==> config.mk <==
export PLATFORM = sky130hd
export DESIGN_NAME = multi_clock_divider
export DESIGN_NICKNAME = d
export VERILOG_FILES = /design/src/rtl/clk_div_pkg.sv /design/src/rtl/clk_div_channel.sv /design/src/rtl/multi_clock_divider.sv
export SDC_FILE = /design/constraint.sdc
export NUM_CORES = 1
export LEC_CHECK = 0
export CORE_MARGIN = 1
export CORE_UTILIZATION = 50
export DETAILED_ROUTE_END_ITERATION = 6
export PLACE_DENSITY = 0.74
export SLEW_MARGIN = 20
export SYNTH_ARGS = -nofsm -noshare
export SYNTH_HDL_FRONTEND = slang
export SYNTH_SLANG_ARGS = --single-unit
==> constraint.sdc <==
create_clock -name clock -period 18.5 [get_ports clock]
set_clock_uncertainty 0.1 [all_clocks]
set_input_delay 2.775 -clock clock [delete_from_list [all_inputs] [get_ports clock]]
set_output_delay 2.775 -clock clock [all_outputs]
set_load 0.1 [all_outputs]
==> src/rtl/clk_div_pkg.sv <==
// Shared constants and helpers for the multi-channel clock divider.
package clk_div_pkg;
  localparam int MIN_DIV   = 2;
  localparam int DEF_CNT_W = 16;

  // Odd divisors put the extra cycle in the low phase.
  function automatic int unsigned low_len(input int unsigned div);
    return div - (div >> 1);
  endfunction

  function automatic int ch_idx_w(input int n);
    return (n > 1) ? $clog2(n) : 1;
  endfunction
endpackage

==> src/rtl/clk_div_channel.sv <==
// One divider channel: period counter, active/pending divisor, registered clock and edge ticks.
module clk_div_channel import clk_div_pkg::*; #(
  parameter int CNT_W       = DEF_CNT_W,
  parameter int DEFAULT_DIV = 100
) (
  input  logic             clock,
  input  logic             reset,
  input  logic             enable,
  input  logic             wr,
  input  logic [CNT_W-1:0] wr_div,
  output logic             clk_out,
  output logic             tick_rise,
  output logic             tick_fall,
  output logic             ready
);
  logic [CNT_W-1:0] cnt_d, cnt_q, div_d, div_q, pend_d, pend_q, lo_d;
  logic             pend_vld_d, pend_vld_q;
  logic             clk_d, clk_q, rise_d, rise_q, fall_d, fall_q;
  logic             wrap;

  always_comb begin
    cnt_d      = cnt_q;
    div_d      = div_q;
    pend_d     = pend_q;
    pend_vld_d = pend_vld_q;
    wrap       = enable && (cnt_q == div_q - CNT_W'(1));
    if (!enable || wrap) cnt_d = '0;
    else                 cnt_d = cnt_q + CNT_W'(1);
    // Divisor swaps only at a period boundary, or at once while idle.
    if (pend_vld_q && (!enable || wrap)) begin
      div_d      = pend_q;
      pend_vld_d = 1'b0;
    end
    if (wr) begin
      pend_d     = wr_div;
      pend_vld_d = 1'b1;
    end
    // Outputs are computed from the next state so they line up with the visible counter.
    lo_d   = CNT_W'(low_len(32'(div_d)));
    clk_d  = enable && (cnt_d >= lo_d);
    rise_d = enable && (cnt_d == lo_d);
    fall_d = wrap;
  end

  always_ff @(posedge clock or posedge reset) begin
    if (reset) begin
      cnt_q      <= '0;
      div_q      <= CNT_W'(DEFAULT_DIV);
      pend_q     <= '0;
      pend_vld_q <= 1'b0;
      clk_q      <= 1'b0;
      rise_q     <= 1'b0;
      fall_q     <= 1'b0;
    end else begin
      cnt_q      <= cnt_d;
      div_q      <= div_d;
      pend_q     <= pend_d;
      pend_vld_q <= pend_vld_d;
      clk_q      <= clk_d;
      rise_q     <= rise_d;
      fall_q     <= fall_d;
    end
  end

  assign clk_out   = clk_q;
  assign tick_rise = rise_q;
  assign tick_fall = fall_q;
  assign ready     = !pend_vld_q;
endmodule

==> src/rtl/multi_clock_divider.sv <==
// N-channel integer clock divider with a shared, boundary-synchronised divisor config port.
module multi_clock_divider import clk_div_pkg::*; #(
  parameter int NUM_CH      = 2,
  parameter int CNT_W       = DEF_CNT_W,
  parameter int DEFAULT_DIV = 100
) (
  input  logic                        clock,
  input  logic                        reset,
  input  logic                        enable,
  input  logic                        cfg_wr,
  input  logic [ch_idx_w(NUM_CH)-1:0] cfg_ch,
  input  logic [CNT_W-1:0]            cfg_div,
  output logic [NUM_CH-1:0]           cfg_ready,
  output logic                        cfg_err,
  output logic [NUM_CH-1:0]           clk_out,
  output logic [NUM_CH-1:0]           tick_rise,
  output logic [NUM_CH-1:0]           tick_fall
);
  localparam int CH_W = ch_idx_w(NUM_CH);

  logic [NUM_CH-1:0] sel, wr;
  logic              sel_ready, too_small, err_d, err_q;
  logic [CNT_W-1:0]  div_clamp;

  // An out-of-range cfg_ch matches no channel, so sel_ready is 0 and the write is rejected.
  always_comb begin
    for (int i = 0; i < NUM_CH; i++) sel[i] = (cfg_ch == CH_W'(i));
    sel_ready = |(sel & cfg_ready);
    too_small = cfg_div < CNT_W'(MIN_DIV);
    div_clamp = too_small ? CNT_W'(MIN_DIV) : cfg_div;
    wr        = (cfg_wr && sel_ready) ? sel : '0;
    err_d     = cfg_wr && (!sel_ready || too_small);
  end

  always_ff @(posedge clock or posedge reset) begin
    if (reset) err_q <= 1'b0;
    else       err_q <= err_d;
  end

  assign cfg_err = err_q;

  for (genvar g = 0; g < NUM_CH; g++) begin : g_ch
    clk_div_channel #(.CNT_W(CNT_W), .DEFAULT_DIV(DEFAULT_DIV)) u_ch (
      .clock     (clock),
      .reset     (reset),
      .enable    (enable),
      .wr        (wr[g]),
      .wr_div    (div_clamp),
      .clk_out   (clk_out[g]),
      .tick_rise (tick_rise[g]),
      .tick_fall (tick_fall[g]),
      .ready     (cfg_ready[g])
    );
  end
endmodule

# Word-level counts from Yosys, hierarchy flattened
# Index checks and enable logic that the tools add are counted.
# classes
mux	10
eq_ne	4
bitwise	2
n_reduce_logical	20
n_addsub	6
magnitude_cmp	3
# op_table
op	n
two-way mux 16 bit	5
== test 16 bit	4
adder 16 x 1 -> 16 bit (second input constant)	2
>= comparator 16 bit	2
subtractor 16 x 1 -> 16 bit (second input constant)	2
subtractor 16 x 15 -> 16 bit	2
less-than comparator 16 x 2 -> 1 bit (second input constant)	1
logical AND 1 bit	10
logical NOT 1 bit	4
two-way mux 1 bit	4
nonzero test 2 bit	2
logical OR 1 bit	3
bitwise AND 2 bit	1
two-way mux 2 bit	1
OR reduction 2 bit	1
NOT 1 bit	1
# totals
regBits	105
input_bits	21
wordCells	60

# Logic depth before layout (Yosys ltp)
# logic_depth
depth_word	9
ltp_mapped	37

# Hierarchy
# Synthesis repeated with hierarchy kept, for this count alone.
# unflattened
hier_cells	824
area_unflattened_um2	7897.6
# by_module_without_submodules
mod	cells_per_inst	area_each_um2	seq_area_each_um2	instances
clk_div_channel (g_ch[0].u_ch)	395	3890.0	1305.0	1
clk_div_channel (g_ch[1].u_ch)	402	3841.2	1305.0	1
multi_clock_divider	27	166.4	25.0	1

# Worst setup path before layout
# OpenSTA, ideal clock, no wires.
# synth_path
path_kind	input to register
start	input enable
end	register g_ch[0].u_ch.clk_q
t_arrival_ns	7.715
setup_ns	0.064
path_slack_ns	10.621
n_path_buf	3
path_stages	23
path_cell_list	clkbuf_1 -> a21oi_2 -> clkbuf_1 -> buf_1 -> nor2_1 -> a21oi_1 -> inv_1 -> ha_1 -> a21o_1 -> a21oi_1 -> a21oi_1 -> o21ai_0 -> mux2i_1 -> a311o_1 -> a31oi_1 -> o31ai_1 -> a21oi_1 -> xnor2_1 -> ha_1 -> nand4_1 -> or3_1 -> nor3_1 -> a21o_1
# synth_via
elab_chain_len	7
# synth_lines
element	line	source
start, declared	multi_clock_divider.sv:9	input logic enable,
logical NOT 1 bit or logical AND 1 bit (tied branches)	clk_div_channel.sv:30, clk_div_channel.sv:26	
logical OR 1 bit *	clk_div_channel.sv:30	if (pend_vld_q && (!enable || wrap)) begin
logical AND 1 bit *	clk_div_channel.sv:30	
two-way mux 16 bit *	clk_div_channel.sv:30	
net g_ch[0].u_ch.div_d[1]	clk_div_channel.sv:16	logic [CNT_W-1:0] cnt_d, cnt_q, div_d, div_q, pend_d, pend_q, lo_d;
subtractor 16 x 15 -> 16 bit *	clk_div_pkg.sv:8	return div - (div >> 1);
>= comparator 16 bit *	clk_div_channel.sv:40	clk_d = enable && (cnt_d >= lo_d);
logical AND 1 bit *	clk_div_channel.sv:40	
net g_ch[0].u_ch.clk_d	clk_div_channel.sv:18	logic clk_d, clk_q, rise_d, rise_q, fall_d, fall_q;
end signal, assigned	clk_div_channel.sv:59	clk_q <= clk_d;
end, declared	clk_div_channel.sv:18	
# The timed path passes the listed nets; every way through them passes the cells marked *.
# A chain may end at the register's enable or synchronous reset.

# Worst setup path after layout
# layout_path
start	input enable
end	register g_ch[1].u_ch.clk_q
# layout_via
elab_chain_len	7
# layout_lines
element	line
logical NOT 1 bit or logical AND 1 bit (tied branches)	clk_div_channel.sv:30, clk_div_channel.sv:26
logical OR 1 bit *	clk_div_channel.sv:30
logical AND 1 bit *	clk_div_channel.sv:30
two-way mux 16 bit *	clk_div_channel.sv:30
net g_ch[1].u_ch.div_d[2]	clk_div_channel.sv:16
subtractor 16 x 15 -> 16 bit *	clk_div_pkg.sv:8
>= comparator 16 bit *	clk_div_channel.sv:40
logical AND 1 bit *	clk_div_channel.sv:40
net g_ch[1].u_ch.clk_d	clk_div_channel.sv:18
end signal, assigned	clk_div_channel.sv:59
end, declared	clk_div_channel.sv:18
# Marks and branches as above.

==> impl_metrics.tcl <==
set metrics [dict create \
    outcome "finished, final reports clean" \
    switching_share_pct 44.2 \
    seq_power_share_pct 26.5 \
    start_util_pct 51.1 \
    drt-vias-per-instance 5.87 \
    finalWorstSetupSlack_ns 10.11 \
    power.total_mw 1.31 \
    number_of_enable_type_register_cells_in_the_synthesized_netlist 0 \
    cts_made_buffers 9 \
    post_placement_worst_setup_slack_ns 9.83 \
    area_of_all_placed_cells_without_fillers_mm2 0.00850 \
    setup.worst_path.end_class "register" \
    cts.repair_timing.setup_buffer_count 0 \
    multiInputGateArea_mm2 0.00475 \
    power_frac_comb_pct 56.1 \
    globalRoute.totalOverflow 0 \
    number_of_nets_with_antenna_violations_after_routing 0 \
    cts_hold_buffers 0 \
    cp_slowest_cell "clkdlybuf4s50_1" \
    fmaxAchievable_ghz 0.119 \
    clock_insertion_delay_worst_skew_ns 0.36 \
    synth.distinct_cells 71 \
    clock_tree_from_tritoncts "yes" \
    layout.filler_cells 1349 \
    asyncSetResetFlopFracSynth_pct 100 \
    global_route.usage.met3_pct 3.16 \
    port_buffers 29 \
    cap_violations 0 \
    static-leakage-power_nw 3.93 \
    ys_ff_latch 105 \
    worst_ir_drop_vdd_mv 0.0731 \
    grtUsageMet2_pct 36.4 \
    placementRows 45 \
    floorplan.die_area_mm2 0.0161 \
    post_synth_inst_count 876 \
    synth-seq-area-share_pct 33.9 \
    gp_routability_congestion 0.852 \
    wire_length_of_the_first_global_routing_pass_um 30800 \
    synthesis.area_per_instance_um2 8.88 \
    drt_wl_total_um 18000 \
    final_layout_net_count 967 \
    die_w_um 127 \
    final.setup.tns_ns 0 \
    finalCritPeriodShare_pct 45.4 \
    p_clk_share_pct 17.4 \
    cts.reportedPaths.clkPinSlew_ns 0.08 \
    cts-resized-gates 0 \
    timing_max_transition_violations_final 0 \
    cts_root_buffer "clkbuf_16" \
    wl_per_cell_um 16.7 \
    grt_setup_unrepaired "false" \
    post-synth-top-area-cell "dfrtp_1" \
    cp_max_fo 11 \
    power.net_switching_mw 0.579 \
    timing.final.crit_period_ns 8.39 \
    cts_num_sinks 105 \
    timing_worst_slew_pin_value_ns 1.01 \
    yosysTopAreaCellShare_pct 31.9 \
    placement.cell_area_mm2 0.00815 \
    intPower_mw 0.730 \
    crit_start_category "input port" \
    core_region_area_mm2 0.0152 \
    antenna_cells 0 \
    required_ns 18.63 \
    synth-warning-count 0 \
    drt_iter0_markers 591 \
    track_usage_pct 24.0 \
    synthesis.area_mm2 0.00777 \
    finalHoldViolCount 0 \
    critPathKind "in2reg" \
    post_layout_instance_count_excluding_filler_cells 1076 \
    num_io_pins 30 \
    dominantRegCellSynth "dfrtp_1" \
    arrival_ns 8.53 \
    cts.path.max_buffers 2 \
    antenna_violations_before_repair 0 \
    syn_nets 960 \
    hold_crit_class "reg2reg" \
    number_of_global_route_vias_before_repair 6073 \
    die-height_um 127 \
    power_per_cell_area_mw_per_mm2 154 \
    critical-path-max-stage-delay_ns 0.66 \
    place.detailed.hpwl_um 13700 \
    final_layout_size_suffix_gt1_share_pct 7.66 \
    placed_cells_incl_taps 1060 \
    synth.top_cells.by_area "dfrtp_1, ha_1, xnor2_1" \
    routed-via-count 6319 \
    layout-area-overhead-vs-synth_pct 9.29 \
    grt_max_degree 60 \
    top_usage_layer "met2" \
    timing.slew.headroom_pct 32.1 \
    drc 0 \
    cts.htree.levels 3 \
    sequential_cell_area_mm2 0.00264 \
    setup_failing_eps_final 0 \
    detailedRoute.firstPassIterationCount 5 \
    globalRouteMet1Util_pct 35.8 \
]
-- per-layer routing --
layer / vias to the layer above / part of all wire [%]
li1: 3096 / -
met1: 3050 / 50
met2: 154 / 44
met3: 19 / 5.0
met4: 0 / 1.4
met5: - / 0
-- cell usage in the layout (no fill, tap or decap), types with 5 or more instances in the layout --
cell type	instances
a21oi_1	45
nand4_1	12
a21o_1	18
inv_1	53
dfstp_2	6
o211ai_1	5
nand2b_1	11
and3_1	14
or3_1	9
nor4_1	13
mux2_2	21
nor3_1	13
nor2_1	78
nor2b_1	14
clkdlybuf4s50_1	29
or2_2	5
mux2i_1	25
clkbuf_16	9
or4_1	6
nand2_1	85
dfrtp_1	99
a31oi_1	6
o21ai_0	37
nand3_1	35
xnor2_1	52
xor2_1	38
ha_1	61
-- flip-flops by register name, summed over array words and instances, names as in the netlist --
name,flops
g_ch.u_ch.cnt_q,32
g_ch.u_ch.div_q,32
g_ch.u_ch.pend_q,32
g_ch.u_ch.clk_out,2
g_ch.u_ch.pend_vld_q,2
g_ch.u_ch.tick_fall,2
g_ch.u_ch.tick_rise,2
cfg_err,1
-- path summary, 6_finish.rpt --
check                           depth (start not counted)                           startpoint                                  end  slack [ns]
worst max-delay path                                   27                               enable       g_ch[1].u_ch.clk_out$_DFF_PP0_       10.11
worst min-delay path                                    2  g_ch[0].u_ch.pend_q[14]$_DFFE_PP0P_  g_ch[0].u_ch.pend_q[14]$_DFFE_PP0P_        0.38
worst max register to register                         31      g_ch[1].u_ch.div_q[3]$_DFF_PP0_       g_ch[1].u_ch.clk_out$_DFF_PP0_       10.78
worst min register to register                          2  g_ch[0].u_ch.pend_q[14]$_DFFE_PP0P_  g_ch[0].u_ch.pend_q[14]$_DFFE_PP0P_        0.38
max in group asynchronous                               3                                reset     g_ch[1].u_ch.cnt_q[10]$_DFF_PP0_       14.36
min in group asynchronous                               2                                reset   g_ch[0].u_ch.pend_q[0]$_DFFE_PP0P_        2.75
-- cells in the mapped netlist (18+ instances only) --
| library cell | count |
|---|---|
| nand2_1 | 85 |
| dfrtp_1 | 99 |
| xnor2_1 | 52 |
| nor2_1 | 78 |
| a21o_1 | 18 |
| inv_1 | 54 |
| ha_1 | 61 |
| a21oi_1 | 45 |
| xor2_1 | 38 |
| mux2_2 | 21 |
| clkbuf_1 | 22 |
| o21ai_0 | 37 |
| nand3_1 | 35 |
| mux2i_1 | 25 |
-- cells by family after synthesis --
kind of cell,count (synthesis),share of synthesized area (%)
AOI/OAI and AO/OA,162,13.8
xor gates and xnor gates,90,10.1
adders and majority gates,63,10.3
buffers and inverters,91,5.02
DFF,105,33.9
muxes,46,6.26
and+or+nand+nor,319,20.5
-- area by class of cell --
class / instances / area share, %
multi-input combinational: 680 / 55.9
sequential: 105 / 31.0
timing repair buffer: 33 / 3.77
tap: 188 / 2.77
clock buffer: 9 / 2.65
inverter: 54 / 2.41
clock inverter: 7 / 1.49
-- critical path, delay by kind of cell --
kind / cells / cell delay, ns
mux: 1 / 0.44
buf+inv: 2 / 0.77
compound gates: 12 / 2.44
xor+xnor: 1 / 0.18
simple gates: 9 / 1.42
fa+ha+maj: 2 / 0.51
-- power by group through the flow --
stage                     logic, mW  registers, mW  clock network (mW)
final                         0.734          0.347               0.228
after global routing          0.824          0.355               0.242
after CTS                     0.731          0.346               0.232
after detailed placement      0.719          0.350                   0
after global placement        0.706          0.349                   0
after floorplan               0.597          0.313                   0
-- through the flow --
step,utilization [%],hold WS (ns)
6_report,55.9,0.385
5_1_grt,55.9,0.427
4_1_cts,55.9,0.385
3_5_place_dp,53.6,0.366
3_3_place_gp,53.6,0.365
2_1_floorplan,-,0.340
Power figures use the tool's default switching activity.
